===== src/rtl/register_file.sv =====
`default_nettype none
// ============================================================================
//  Module      : register_file
//  Description : 2**ADDR_WIDTH x DATA_WIDTH general-purpose register file.
//                Two combinational (zero-latency) read ports and one
//                synchronous write port.
//
//                Entry 0 (x0) is hard-wired to zero.
//
//                Asynchronous active-low reset clears every entry
//                immediately.
//
//                Optional feature, selected by the macro REGFILE_BYPASS_EN:
//                - Defined: a same-cycle write to the index being read is
//                  forwarded to that read port (write-through).
//                - Undefined (default): reads return the stored,
//                  pre-edge value.
//  Revision    : 1.0 - initial release
// ----------------------------------------------------------------------------
//  Ports
//    clk        in   1           clock, writes on rising edge
//    rst        in   1           asynchronous reset, active-low
//    rs1        in   ADDR_WIDTH  read port 1 index
//    rs2        in   ADDR_WIDTH  read port 2 index
//    rd         in   ADDR_WIDTH  write port index
//    rd_data    in   DATA_WIDTH  write data
//    rd_enable  in   1           write enable, active-high
//    rs1_data   out  DATA_WIDTH  read port 1 data
//    rs2_data   out  DATA_WIDTH  read port 2 data
// ============================================================================
module register_file #(
    parameter int DATA_WIDTH = 32,
    parameter int ADDR_WIDTH = 5
) (
    input  logic                  clk,
    input  logic                  rst,
    input  logic [ADDR_WIDTH-1:0] rs1,
    input  logic [ADDR_WIDTH-1:0] rs2,
    input  logic [ADDR_WIDTH-1:0] rd,
    input  logic [DATA_WIDTH-1:0] rd_data,
    input  logic                  rd_enable,
    output logic [DATA_WIDTH-1:0] rs1_data,
    output logic [DATA_WIDTH-1:0] rs2_data
);

    localparam int c_NUM_REGS = 2 ** ADDR_WIDTH;

    logic [DATA_WIDTH-1:0] r_regs [c_NUM_REGS];
    logic [c_NUM_REGS-1:0] w_we;
    logic [DATA_WIDTH-1:0] w_rs1_stored;
    logic [DATA_WIDTH-1:0] w_rs2_stored;

    // Write-enable decode. Bit 0 is never set, so x0 holds its reset value
    // of zero forever and writes to rd=0 are silently dropped.
    always_comb begin
        w_we = '0;
        if (rd_enable && (rd != '0)) begin
            w_we[rd] = 1'b1;
        end
    end

    // One flop bank per entry; reset has priority over a coincident write
    // edge, so writes while rst=0 never land.
    generate
        for (genvar gi = 0; gi < c_NUM_REGS; gi++) begin : g_regs
            always_ff @(posedge clk or negedge rst) begin
                if (!rst) begin
                    r_regs[gi] <= '0;
                end else if (w_we[gi]) begin
                    r_regs[gi] <= rd_data;
                end
            end
        end
    endgenerate

    // Stored-value read. The explicit zero for index 0 keeps x0 reading
    // zero independent of the flop contents.
    assign w_rs1_stored = (rs1 == '0) ? '0 : r_regs[rs1];
    assign w_rs2_stored = (rs2 == '0) ? '0 : r_regs[rs2];

`ifdef REGFILE_BYPASS_EN
    logic w_fwd1;
    logic w_fwd2;

    // Forward only a write that will actually commit on the coming edge:
    // out of reset, enabled, and not targeting x0.
    assign w_fwd1 = rst && rd_enable && (rd != '0) && (rs1 == rd);
    assign w_fwd2 = rst && rd_enable && (rd != '0) && (rs2 == rd);

    assign rs1_data = w_fwd1 ? rd_data : w_rs1_stored;
    assign rs2_data = w_fwd2 ? rd_data : w_rs2_stored;
`else
    assign rs1_data = w_rs1_stored;
    assign rs2_data = w_rs2_stored;
`endif

endmodule
`default_nettype wire


===== config.mk =====
export PLATFORM = sky130hd
export DESIGN_NAME = register_file
export DESIGN_NICKNAME = d
export VERILOG_FILES = /design/src/rtl/register_file.sv
export SDC_FILE = /design/constraint.sdc
export NUM_CORES = 2
export LEC_CHECK = 0
export BUFFER_PORTS_ARGS = -buffer_cell sky130_fd_sc_hd__clkbuf_2
export CORE_MARGIN = 2
export CORE_UTILIZATION = 60
export DETAILED_ROUTE_END_ITERATION = 16
export PLACE_DENSITY = 0.77
export SKIP_CTS_REPAIR_TIMING = 1
export SYNTH_ARGS = -nofsm -noshare
export SYNTH_HDL_FRONTEND = slang
export SYNTH_SLANG_ARGS = --single-unit

===== constraint.sdc =====
create_clock -name clk -period 4 [get_ports clk]
set_input_delay 0.8 -clock clk [delete_from_list [all_inputs] [get_ports clk]]
set_output_delay 0.8 -clock clk [all_outputs]
set_load 0.01 [all_outputs]

# Yosys cells after proc, flatten, opt, wreduce, memory -nomap -nowiden
# Index checks and enable logic that the tools add are counted.
# totals
ff_bits,1024
in_bits,50
out_inout_bits,64
elab_cells,54
# classes
magnitude_cmp,4
muxes,11
bitwise,2
reduce_logical,5
# op_table
cell,count
32-bit binary-select mux with 5-bit select,2
32-bit two-way mux,7
"6-bit >= comparator, second input constant",2
5-bit NOT with 6-bit output,2
5-bit zero test,2
"5-bit by 6-bit < comparator with 1-bit output, second input constant",1
1-bit demux with 5-bit select,1
"5-bit by 1-bit >= comparator with 1-bit output, second input constant",1
5-bit nonzero test,1
1-bit logical AND,2
1-bit two-way mux,1

# Depth between registers and ports, before layout
# depth
ltp_word,5
mapped_depth,9
mapped_depth_nobuf,4

# Least setup slack after synthesis
# No wires, ideal clock.
# synth_timing
path_kind,input -> output
startpoint,in rs1[2]
endpoint,out rs1_data[21]
arrival_time_ns,2.463
required_ns,3.200
setup_slack_ns,0.737
cell_stages,7
cell_sequence,buf_2 > buf_2 > clkbuf_1 > mux4_2 > a22o_1 > a2111oi_0 > nor3_1
# synth_between
elab_chain_cells,5
word_cells_on_any_way,6
cone_classes,mux (4); bitwise (1); reduce/logical (1)
# synth_rtl
item,line,source
"start, declared",37,"input logic [ADDR_WIDTH-1:0] rs1,"
5-bit NOT with 6-bit output (implied by the code),78,assign w_rs1_stored = (rs1 == '0) ? '0 : r_regs[rs1];
32-bit binary-select mux with 5-bit select,78,
32-bit two-way mux (implied by the code) (2 in series),78,
32-bit two-way mux (*),78,
"end, declared",42,"output logic [DATA_WIDTH-1:0] rs1_data,"
# Every way passes the cells marked *; elsewhere a longest branch is shown, timed or not. The select of a mux whose other input is x is not followed.

# Final worst setup path
# layout_timing
startpoint,in rs1[0]
endpoint,out rs1_data[7]
# Same word-level chain as after synthesis.

==> flow_summary.json <==
{
  "die_w_um": 304,
  "largest_reg_flops": 1024,
  "final.setup.tns_ps": 0,
  "ios": 114,
  "internal_power_mw": 22.7,
  "power_density_mw_per_mm2": 515,
  "top_register": "r_regs",
  "crit_required_ps": 3200,
  "p_leak_nw": 26.4,
  "clock-root-buffer": "clkbuf_16",
  "drt_iter0_drc": 4316,
  "avgSynthCellArea_sq_um": 15.3,
  "synth_warnings": 0,
  "nNetsFinal": 3580,
  "clock.fmax_mhz": 251,
  "slew-limit-headroom": 0.193,
  "vias_per_cell": 7.51,
  "ys.flop_type": "dfrtp_1",
  "critPathKind": "in2out",
  "maxCapViolCount": 0,
  "htreeDepth": 3,
  "hold_class": "in2async",
  "tightest_slew_ps": 1200,
  "drc": 0,
  "totalWireLength_um": 174000,
  "wl_per_cell_um": 36.2,
  "outcome": "complete, no violations",
  "period_needed_ps": 3990,
  "r2r_slack_ps": 3170,
  "worstPathMaxFanout": 27,
  "syn-num-nets": 3573,
  "power.share.combinational": 0.200,
  "fin_skew_ps": 0,
  "hold_viol_final": 0,
  "port_buffers": 113,
  "crit_arrival_ps": 3190,
  "vias": 36100,
  "power.switching_mw": 8.54,
  "clockBufferDepth": 3,
  "antenna_found_initial": 8,
  "fin_crit_sh": 0.998,
  "ys_seq_area_frac": 0.474,
  "grt_pass1_vias": 37800,
  "ant_nets": 0,
  "ys_ff_latch": 1024,
  "path_clk_slew_ps": 60,
  "yosys.area.top_type": "dfrtp_1",
  "rows": 110,
  "whs_ps": 110,
  "vdd_drop_max_uv": 361,
  "chipHeight_um": 304,
  "synth.top_cell.area_share": 0.474,
  "critPathLaunchType": "primary input",
  "synthAdderAreaFrac": 0,
  "grt_max_degree": 121,
  "drive_gt1_frac": 0.563,
  "switching_share": 0.273,
  "synth_cells": 3523,
  "p_total_mw": 31.3,
  "cts_tree": "done",
  "synth.distinct_cells": 42,
  "overflow": 0,
  "syn2layout_area_growth_pct": 12.5,
  "synth_common_cells": "dfrtp_1, mux2_2, mux4_2, clkbuf_1, mux2i_1",
  "p_seq_frac": 0.446,
  "top_regs": "r_regs: 1024 flops",
  "synth.most_common_cell": "dfrtp_1",
  "drv_slew": 0,
  "gp_congestion": 0.886,
  "synth_compound_area_frac": 0.0385,
  "finalSetupViolations": 0,
  "ys_async_sr_fraction": 1.00,
  "yosys.area_share.simple": 0.0153,
  "synth_mux_area_frac": 0.436,
  "synth_top_family_by_area": "multiplexers",
  "dpl.hpwl_um": 102000,
  "synth_xor_area_frac": 0,
  "first_pass_iters": 8,
  "cts_made_buffers": 108,
  "clock-sinks": 1024,
  "yosys-top-cells-area": "dfrtp_1, mux2_2, mux4_2, mux2i_1, clkbuf_1",
  "die_area_sq_mm": 0.0925,
  "syn-cell-area_sq_mm": 0.0540,
  "endpoint_kind": "primary output",
  "synth_edf_count": 0,
  "clk_latency_ps": 680,
  "grt_pass1_wl_um": 256000,
  "core_area_sq_mm": 0.0896,
  "p_clk_frac": 0.354,
  "initial_core_util": 0.603,
  "grtUsageTotal": 0.378
}
[layout by cell type (no fill, tap or decap), types with 10 or more instances in the layout]
cell,netlist,layout
dfrtp_1,1024,1024
mux2_2,1016,1016
mux4_2,461,461
mux2i_1,163,163
buf_4,28,139
clkbuf_16,0,111
clkbuf_2,0,106
o22ai_1,103,103
buf_12,0,69
a22o_1,59,59
nor3_1,61,59
a2111oi_0,33,28
clkinv_2,0,26
a2111oi_1,21,22
bufinv_16,0,20
a22oi_1,17,17
clkbuf_8,0,16
a211oi_1,13,13
nor2b_1,16,12
nor2_4,0,12
nand2_2,0,11
clkbuf_1,229,11
o221ai_1,10,10
a21oi_1,10,10
[stage by stage]
| step | cell area, sq um | utilization | setup slack [ps] | std cells |
|---|---|---|---|---|
| after floorplan | 54000 | - | 737 | 3523 |
| after global routing | 60800 | 0.678 | -13.8 | 4800 |
| after global placement | 56800 | 0.634 | -44.8 | 4596 |
| after CTS | 60700 | 0.678 | -76.0 | 4796 |
| after detailed placement | 56800 | 0.634 | -73.6 | 4596 |
| final | 60800 | 0.678 | 8.93 | 4802 |
[final cells by class]
class,count,area [sq um]
clock inverter,62,871
multi-input combinational,2073,26700
tap,1176,1470
clock buffer,138,3040
inverter,2,7.51
sequential,1024,25600
timing repair buffer,321,3070
fill,5796,28800
antenna,6,15.0
[per-layer routing]
layer,routed length [um],vias up,GRT usage
met5,53,-,0
met3,18900,701,0.102
met1,62700,19100,0.488
met2,80000,2414,0.576
met4,11900,8,0.231
li1,-,13800,-
[worst max-delay path, cell delays in order]
cell,delay [ps]
buf_8,250
buf_12,280
mux4_2,250
nor2b_1,180
a2111oi_0,120
a2111oi_0,930
clkbuf_2,330
[cells by family after synthesis]
family | after synthesis
buffers and inverters | 426
AO/OA/AOI/OAI | 272
multiplexers | 1647
flip-flops | 1024
AND/OR/NAND/NOR | 154
[power by group through the flow]
stage	Combinational, mW	Clock (mW)	Sequential [mW]
2_1_floorplan	4.65	0	13.4
3_3_place_gp	5.89	0	13.7
3_5_place_dp	6.15	0	14.0
4_1_cts	6.20	11.1	13.8
5_1_grt	6.61	11.6	14.1
6_report	6.25	11.1	14.0
[path summary, 6_finish.rpt]
path / startpoint / to / cells past startpoint
hold reg to reg: r_regs[1001] / r_regs[1001] / 0
min in group clk: r_regs[1001] / r_regs[1001] / 0
hold / removal: rst / r_regs[101] / 1
setup / recovery: rs1[0] / rs1_data[7] / 7
max in group asynchronous: rst / r_regs[185] / 3
setup reg to reg: r_regs[301] / r_regs[301] / 1
(Power assumes the default switching activity.)
